$ cat config.mk
export PLATFORM = sky130hd
export DESIGN_NAME = period_capture_flat
export DESIGN_NICKNAME = d
export VERILOG_FILES = /design/src/rtl/period_capture_pkg.sv /design/src/rtl/period_capture_if.sv /design/src/rtl/period_capture_sync_edge_detect.sv /design/src/rtl/period_capture.sv /design/src/flat_wrapper.sv
export SDC_FILE = /design/constraint.sdc
export NUM_CORES = 1
export LEC_CHECK = 0
export ABC_CLOCK_PERIOD_IN_PS = 1800
export CORE_MARGIN = 2
export CORE_UTILIZATION = 40
export DETAILED_ROUTE_END_ITERATION = 8
export PLACE_DENSITY = 0.62
export SLEW_MARGIN = 20
export SYNTH_ARGS = -nofsm -noshare
export SYNTH_HDL_FRONTEND = slang
export SYNTH_HIERARCHICAL = 1
export SYNTH_SLANG_ARGS = --single-unit
$ cat constraint.sdc
create_clock -name clk -period 1.8 [get_ports clk]
set_input_delay 0.27 -clock clk [delete_from_list [all_inputs] [get_ports clk]]
set_output_delay 0.27 -clock clk [all_outputs]
set_load 0.05 [all_outputs]
$ cat src/rtl/period_capture_pkg.sv
// period_capture_pkg: shared widths and state encoding for the period capture block.
//   PC_WIDTH   - width of the period counter and of the captured result
//   PC_MAX     - saturation value of the counter (2^PC_WIDTH-1)
//   pc_state_e - measurement state machine encoding
package period_capture_pkg;

  localparam int unsigned PC_WIDTH = 9;
  localparam int unsigned PC_MAX   = (1 << PC_WIDTH) - 1;

  typedef enum logic {
    PC_IDLE    = 1'b0,
    PC_MEASURE = 1'b1
  } pc_state_e;

endpackage

$ cat src/rtl/period_capture_if.sv
// period_capture_if: result handshake between the period capture block and its consumer.
//   periodo  - captured period in clock cycles
//   overflow - captured period exceeded PC_MAX (qualified by valid)
//   valid    - periodo/overflow hold an unconsumed result
//   ready    - consumer accepts the result when valid & ready
//   overrun  - sticky: a result was dropped while the previous one was pending
interface period_capture_if;
  import period_capture_pkg::*;

  logic [PC_WIDTH-1:0] periodo;
  logic                overflow;
  logic                valid;
  logic                ready;
  logic                overrun;

  modport master (output periodo, output overflow, output valid, output overrun, input ready);
  modport slave  (input periodo, input overflow, input valid, input overrun, output ready);

endinterface

$ cat src/rtl/period_capture_sync_edge_detect.sv
// sync_edge_detect: samples sig_i and flags its rising edges.
//   clk    - system clock
//   reset  - synchronous, active-high
//   sig_i  - signal to watch
//   rise_o - one-cycle pulse after a 0->1 transition has been sampled
// Build option PERIOD_CAPTURE_SYNC_EN adds a two-flop synchronizer ahead of the
// sampling registers so sig_i may be asynchronous (edge latency 3 instead of 1).
module sync_edge_detect (
  input  logic clk,
  input  logic reset,
  input  logic sig_i,
  output logic rise_o
);

  logic samp;
  logic s_q;       // current registered sample
  logic s_prev_q;  // previous registered sample

`ifdef PERIOD_CAPTURE_SYNC_EN
  logic [1:0] sync_q;

  // Two-flop synchronizer for an asynchronous input
  always_ff @(posedge clk) begin
    if (reset) sync_q <= '0;
    else       sync_q <= {sync_q[0], sig_i};
  end

  assign samp = sync_q[1];
`else
  assign samp = sig_i;
`endif

  // Current and previous sample for edge detection
  always_ff @(posedge clk) begin
    if (reset) begin
      s_q      <= 1'b0;
      s_prev_q <= 1'b0;
    end else begin
      s_q      <= samp;
      s_prev_q <= s_q;
    end
  end

  assign rise_o = s_q & ~s_prev_q;

endmodule

$ cat src/rtl/period_capture.sv
// period_capture: measures the clk-cycle interval between rising edges of sig_in
// and offers each result over a valid/ready handshake.
//   clk    - system clock
//   reset  - synchronous, active-high; clears all state
//   enable - measurement enable; low returns to IDLE, pending result is kept
//   sig_in - signal to be measured
//   bus    - result handshake (periodo, overflow, valid, ready, overrun)
// Build option PERIOD_CAPTURE_SYNC_EN enables the input synchronizer in
// sync_edge_detect; measured periods are identical in both builds.
module period_capture
  import period_capture_pkg::*;
(
  input  logic             clk,
  input  logic             reset,
  input  logic             enable,
  input  logic             sig_in,
  period_capture_if.master bus
);

  pc_state_e           state_q, state_d;
  logic [PC_WIDTH-1:0] cnt_q, cnt_d;
  logic                ovf_q, ovf_d;
  logic [PC_WIDTH-1:0] periodo_q, periodo_d;
  logic                overflow_q, overflow_d;
  logic                valid_q, valid_d;
  logic                overrun_q, overrun_d;
  logic                rise;
  logic                capture;
  logic                accept;

  sync_edge_detect u_edge (
    .clk    (clk),
    .reset  (reset),
    .sig_i  (sig_in),
    .rise_o (rise)
  );

  assign accept = valid_q & bus.ready;

  // State and output registers
  always_ff @(posedge clk) begin
    if (reset) begin
      state_q    <= PC_IDLE;
      cnt_q      <= '0;
      ovf_q      <= 1'b0;
      periodo_q  <= '0;
      overflow_q <= 1'b0;
      valid_q    <= 1'b0;
      overrun_q  <= 1'b0;
    end else begin
      state_q    <= state_d;
      cnt_q      <= cnt_d;
      ovf_q      <= ovf_d;
      periodo_q  <= periodo_d;
      overflow_q <= overflow_d;
      valid_q    <= valid_d;
      overrun_q  <= overrun_d;
    end
  end

  // Next-state: measurement FSM, saturating counter and result handshake
  always_comb begin
    state_d    = state_q;
    cnt_d      = cnt_q;
    ovf_d      = ovf_q;
    periodo_d  = periodo_q;
    overflow_d = overflow_q;
    valid_d    = valid_q;
    overrun_d  = overrun_q;
    capture    = 1'b0;

    if (!enable) begin
      state_d = PC_IDLE;
      cnt_d   = '0;
      ovf_d   = 1'b0;
    end else begin
      case (state_q)
        PC_IDLE: begin
          // First edge only arms the measurement
          if (rise) begin
            cnt_d   = PC_WIDTH'(1);
            state_d = PC_MEASURE;
          end
        end
        PC_MEASURE: begin
          if (rise) begin
            capture = 1'b1;
            cnt_d   = PC_WIDTH'(1);
            ovf_d   = 1'b0;
          end else if (cnt_q == PC_WIDTH'(PC_MAX)) begin
            ovf_d = 1'b1;
          end else begin
            cnt_d = cnt_q + PC_WIDTH'(1);
          end
        end
        default: state_d = PC_IDLE;
      endcase
    end

    // A capture wins over a simultaneous accept; otherwise it is dropped if blocked
    if (capture) begin
      if (!valid_q || bus.ready) begin
        periodo_d  = cnt_q;
        overflow_d = ovf_q;
        valid_d    = 1'b1;
        if (accept) overrun_d = 1'b0;
      end else begin
        overrun_d = 1'b1;
      end
    end else if (accept) begin
      valid_d   = 1'b0;
      overrun_d = 1'b0;
    end
  end

  assign bus.periodo  = periodo_q;
  assign bus.overflow = overflow_q;
  assign bus.valid    = valid_q;
  assign bus.overrun  = overrun_q;

endmodule

$ cat src/flat_wrapper.sv
// flat-port wrapper written by rule: the top's interface ports become plain ports
module period_capture_flat import period_capture_pkg::*;
  (clk, reset, enable, sig_in, bus_periodo, bus_overflow, bus_valid, bus_overrun, bus_ready);
  period_capture_if bus_i ();
  input  logic clk;
  input  logic reset;
  input  logic enable;
  input  logic sig_in;
  output wire logic [$bits(bus_i.periodo)-1:0] bus_periodo;
  output wire logic [$bits(bus_i.overflow)-1:0] bus_overflow;
  output wire logic [$bits(bus_i.valid)-1:0] bus_valid;
  output wire logic [$bits(bus_i.overrun)-1:0] bus_overrun;
  input wire logic [$bits(bus_i.ready)-1:0] bus_ready;
  assign bus_periodo = bus_i.periodo;
  assign bus_overflow = bus_i.overflow;
  assign bus_valid = bus_i.valid;
  assign bus_overrun = bus_i.overrun;
  assign bus_i.ready = bus_ready;
  period_capture u_core (.clk(clk), .reset(reset), .enable(enable), .sig_in(sig_in), .bus(bus_i));
endmodule
# Word-level counts from Yosys, hierarchy flattened
# Cells that the tools add are included.
dict set report word_totals {
  output_inout_bits 12
  wordCells 44
  regBits 25
}
dict set report classes {
  reduce_logical 9
  muxes 16
  add_sub_neg 1
  eq_ne 4
  n_bitwise 5
}
# op count
set op_table {}
lappend op_table {{$mux W9} 3}
lappend op_table {{$pmux W9 S2} 1}
lappend op_table {{$mux W1} 12}
lappend op_table {{$add A9 B1 Y9 const B} 1}
lappend op_table {{$eq A9 B9 Y1 const B} 1}
lappend op_table {{$reduce_and A2 Y1} 4}
lappend op_table {{$reduce_bool A2 Y1} 2}
lappend op_table {{$ne A3 B3 Y1 const B} 1}
lappend op_table {{$not A1 Y1} 3}
lappend op_table {{$and A1 B1 Y1} 2}
lappend op_table {{$ne A2 B1 Y1 const B} 1}
lappend op_table {{$ne A2 B2 Y1 const B} 1}
lappend op_table {{$reduce_or A2 Y1} 1}
lappend op_table {{$logic_not A1 Y1} 1}
lappend op_table {{$logic_or A1 B1 Y1} 1}

# Logic depth before layout (Yosys ltp)
dict set report logic_depth {
  word_depth 7
  depth_mapped 7
}

# Cells and area by module
# The synthesis kept the hierarchy.
# module n_inst seq_area_each_um2 area_each_um2 cells_per_inst
set modules_own_cells {}
lappend modules_own_cells {period_capture 1 460.4 943.4 108}
lappend modules_own_cells {sync_edge_detect 1 40.0 61.3 5}

# Worst setup path before layout
# OpenSTA, ideal clock, no wires.
dict set report synth_path {
  path_kind {reg-to-reg}
  startpoint {reg u_core.cnt_q[0]}
  endpoint {reg u_core.cnt_q[7]}
  path_slack_ns 0.140
  period_less_slack_ns 1.660
  arrival_ns 1.590
  stages_incl_launch_ff 8
  path_cell_list {dfxtp_1 ha_1 nand2_1 nor3_1 ha_1 nand4b_1 or4_1 a21oi_1}
}
dict set report synth_via {
  elab_chain_len 4
}
# element line
set synth_rtl {}
lappend synth_rtl {{start, declared} period_capture.sv:21} ;# logic [PC_WIDTH-1:0] cnt_q, cnt_d;
lappend synth_rtl {{start signal, assigned} period_capture.sv:52} ;# cnt_q <= cnt_d;
lappend synth_rtl {{$add A9 B1 Y9} period_capture.sv:93} ;# cnt_d = cnt_q + PC_WIDTH'(1);
lappend synth_rtl {{$mux W9} period_capture.sv:90} ;# end else if (cnt_q == PC_WIDTH'(PC_MAX)) begin
lappend synth_rtl {{$mux W9} period_capture.sv:86} ;# if (rise) begin
lappend synth_rtl {{$pmux W9 S2} period_capture.sv:77} ;# case (state_q)
# Several ways; a longest one is shown, not always the timed one. The select of a mux whose other input is x is not followed.
# A chain may end at the register's enable or synchronous reset.

# Worst setup path in the final report
dict set report layout_path {
  startpoint {reg u_core.cnt_q[1]}
  endpoint {reg u_core.cnt_q[7]}
}
# Same word-level chain as after synthesis.

==> flow_summary_export.csv <==
group,metric,value,unit
sta,min_period_over_period,101,%
critical_path,crit_required,2.06,ns
die,die_y,54.1,um
die,start_util,41.3,%
flow_run,maxCapViolCount,0,
synthesis,yosysWarnings,6,
final_layout,layout.nets,143,
run_status,violations,"setup timing",
critical_path,r2r_end,"u_core/cnt_q[7]",
clocking,cts_tree,"done",
final_layout,area_growth,29.9,%
critical_path,rrSetupSlack,-0.02,ns
sta,grt_setup_unrepaired,"yes",
drt,ant_nets,0,
clocking,cts.path.max_buffers,2,
sta,period_minus_slack,1.82,ns
critical_path,r2r_start,"u_core/cnt_q[1]",
clocking,cts.sinks,25,
power_and_ir_drop,p_sw,191,uW
run_status,status,"finished, violations left",
synthesis,syn-cell-area,1000,um2
placement,dpl_cell_area,1220,um2
sta,skew,0.00111,ns
die,die_area,2930,um2
drt,via_per_inst,5.53,
critical_path,path_cells,"ha_4 > nand2_2 > nor3_2 > ha_2 > nand4b_1 > or4_4 > a21oi_2",
critical_path,worstSetupPathType,"register to register",
power_and_ir_drop,clkPwrFrac,29.6,%
power_and_ir_drop,pwr-share-comb,4.8,%
global_route,grt_max_degree,16,
final_layout,drive_above_1_share,19.3,%
power_and_ir_drop,vdd_drop_max,0.472,mV
power_and_ir_drop,p_per_area,655,nW/um2
critical_path,crit_arrival,2.08,ns
power_and_ir_drop,p_int,664,uW
sta,max_freq,550,MHz
synthesis,ys_seq_area_share,49.8,%
die,design.core.area,2430,um2
worst_hold_path,min_from,"u_core/u_edge/s_q",
synthesis,ys_ff_latch,25,
final_layout,postLayoutCellArea,1310,um2
drt,route.detailed.drc,0,
sta,hold_viol_final,0,
critical_path,worstRegToRegCells,7,
clocking,clkLatencyLatePin,0.32,ns
clocking,cts_made_buffers,3,
drt,drt_pre_antenna_iters,5,
clocking,htree_levels,1,
die,die_x,54.1,um
synthesis,synth_top_area_share,49.8,%
power_and_ir_drop,p_seq_share,65.7,%
synthesis,avgSynthCellArea,8.89,um2
clocking,cts.reportedPaths.clkPinSlew,0.13,ns
placement,dp_hpwl,1.60,mm
global_route,grt_pass1_vias,863,
sta,finalSetupViolCount,1,
die,std_cell_rows,18,
sta,max_slew_margin,65.5,%
synthesis,synth.net_count,120,
critical_path,cp_max_fo,4,
global_route,grt_antenna_before_repair,0,
final_layout,antenna_cells,0,
worst_hold_path,min_path_type,"register to register",
critical_path,start_kind,"register",
synthesis,synth_top_area_cell,"dfxtp_1",
sta,worst_slew_pin_slew,0.516,ns
worst_hold_path,hold_end,"u_core/u_edge/s_prev_q",
global_route,gr-usage-all-layers,18.2,%
synthesis,yosysUniqueCellTypes,28,
drt,finalWirelength,2.38,mm
clocking,root_buffer,"clkbuf_4",
critical_path,max_stage_delay,0.58,ns
synthesis,yosys-top-cells-area,"dfxtp_1, a21oi_1, o21ai_0",
power_and_ir_drop,power_leakage,0.437,nW
sta,drv_slew,0,
drt,drt-wirelength-per-cell,14.4,um
critical_path,end_kind,"register",
critical_path,critPathTopFamily,"simple AND/OR/NAND/NOR gates",
critical_path,path_buf_inv,0,
placement,io_buffers,16,
placement,gp_congestion,0.756,
synthesis,syn-instance-count,113,
clocking,postCtsHoldBufs,0,
global_route,grt-ovfl-total,0,
sta,setup_ws,-0.0171,ns
drt,vias,913,
critical_path,slowest_stage,"or4_4",
worst_hold_path,holdPathStages,1,
die,pin_count,17,
global_route,grt_pass1_wl,3.76,mm
sta,hold_ws,0.487,ns
drt,detail_route.iter0.violations,18,
power_and_ir_drop,switching_share,22.4,%
[worst max path at each step]
stage,startpoint,endpoint,depth (start not counted)
after floorplan,u_core/cnt_q[0],u_core/cnt_q[7],7
after global placement,u_core/cnt_q[0],u_core/cnt_q[7],7
after detailed placement,u_core/cnt_q[0],u_core/cnt_q[7],7
after CTS,u_core/cnt_q[0],u_core/cnt_q[7],7
after global routing,u_core/cnt_q[1],u_core/cnt_q[7],7
final,u_core/cnt_q[1],u_core/cnt_q[7],7
[what timing repair did]
action                                  4_1_cts  5_1_grt
gates resized for setup                       0       14
hold endpoints to repair                      0        0
endpoints found under the setup margin        0        4
buffers inserted                              0        2
[cells in the final DEF (no fill, tap or decap), types with 4 or more instances in the layout]
cell type        Yosys  layout
o21ai_0             14      14
buf_4                0       8
a21oi_1             19      17
nand3_1             12      12
nor2_1               5       5
clkdlybuf4s50_1      0      14
dfxtp_1             25      21
nor2b_1              4       4
dfxtp_2              0       4
[power by group through the flow]
stage          clock network, mW  logic [mW]  registers (mW)
3_5_place_dp                   0      0.0396           0.573
2_1_floorplan                  0      0.0191           0.573
5_1_grt                    0.279      0.0456           0.562
3_3_place_gp                   0      0.0393           0.572
6_report                   0.253      0.0407           0.561
4_1_cts                    0.262      0.0397           0.561
[per-stage QoR]
step	power [mW]	instances	TNS, ns	util [%]	setup WS, ns
3_5_place_dp	0.612	159	0	50.1	0.0556
3_3_place_gp	0.612	159	0	50.1	0.135
4_1_cts	0.862	163	0	51.1	0.0180
5_1_grt	0.887	165	-0.171	53.7	-0.115
6_report	0.855	165	-0.0171	53.7	-0.0171
2_1_floorplan	0.592	113	0	-	0.140
[layout make-up]
cell class                 count  area (um2)
multi-input combinational     80         512
clock buffer                   4        26.3
inverter                       3        11.3
sequential                    25         505
fill                         234        1130
tap                           30        37.5
timing repair buffer          23         213
[flip-flops by register name, summed over array words and instances (netlist names)]
signal	flops
u_core/cnt_q	9
u_core/bus.overrun	1
u_core/u_edge/s_q	1
u_core/bus.overflow	1
u_core/bus.valid	1
u_core/bus.periodo	9
u_core/u_edge/s_prev_q	1
u_core/ovf_q	1
u_core/state_q	1
[worst reg2reg max path, stage by stage (launching register included)]
cell and delay, ns:
dfxtp_2 0.36, ha_4 0.16, nand2_2 0.06, nor3_2 0.04, ha_2 0.20, nand4b_1 0.25
or4_4 0.58, a21oi_2 0.12
[per-layer routing]
metal  vias up  global-route usage [%]  wire length [um]
li1        450                       -                 -
met5         -                       0                 0
met3         5                    2.50               121
met2        24                    29.9              1170
met4         0                    9.17                43
met1       434                    23.3              1040
[logic make-up (layout without fill, tap and decap cells)]
logic type / after synthesis / after routing / share of synthesized area, %
buffers and inverters: 8 / 30 / 3.11
muxes: 2 / 2 / 1.99
adders and majority gates: 2 / 2 / 2.49
xor gates and xnor gates: 2 / 2 / 1.74
AOI/OAI and AO/OA: 37 / 37 / 19.6
and+or+nand+nor: 37 / 37 / 21.3
DFF: 25 / 25 / 49.8
[Yosys cell counts]
library cell and count:
nor3b_1 1, nor3_1 1, a211oi_1 2, o31ai_1 1, nor2_1 5, a21oi_1 19
nand4_2 1, nand3b_1 1, o21ai_0 14, or3_1 2, mux2i_1 2, nand3_1 12
buf_2 1, or3_2 1, xnor2_1 1, xor2_1 1, nand2_1 2, and3_1 1
or4_1 1, nand2b_1 3, nor2b_2 1, clkbuf_1 4, inv_1 3, nor2b_1 4
o2111ai_1 1, ha_1 2, nand4b_1 1, dfxtp_1 25
(Power assumes the default switching activity.)
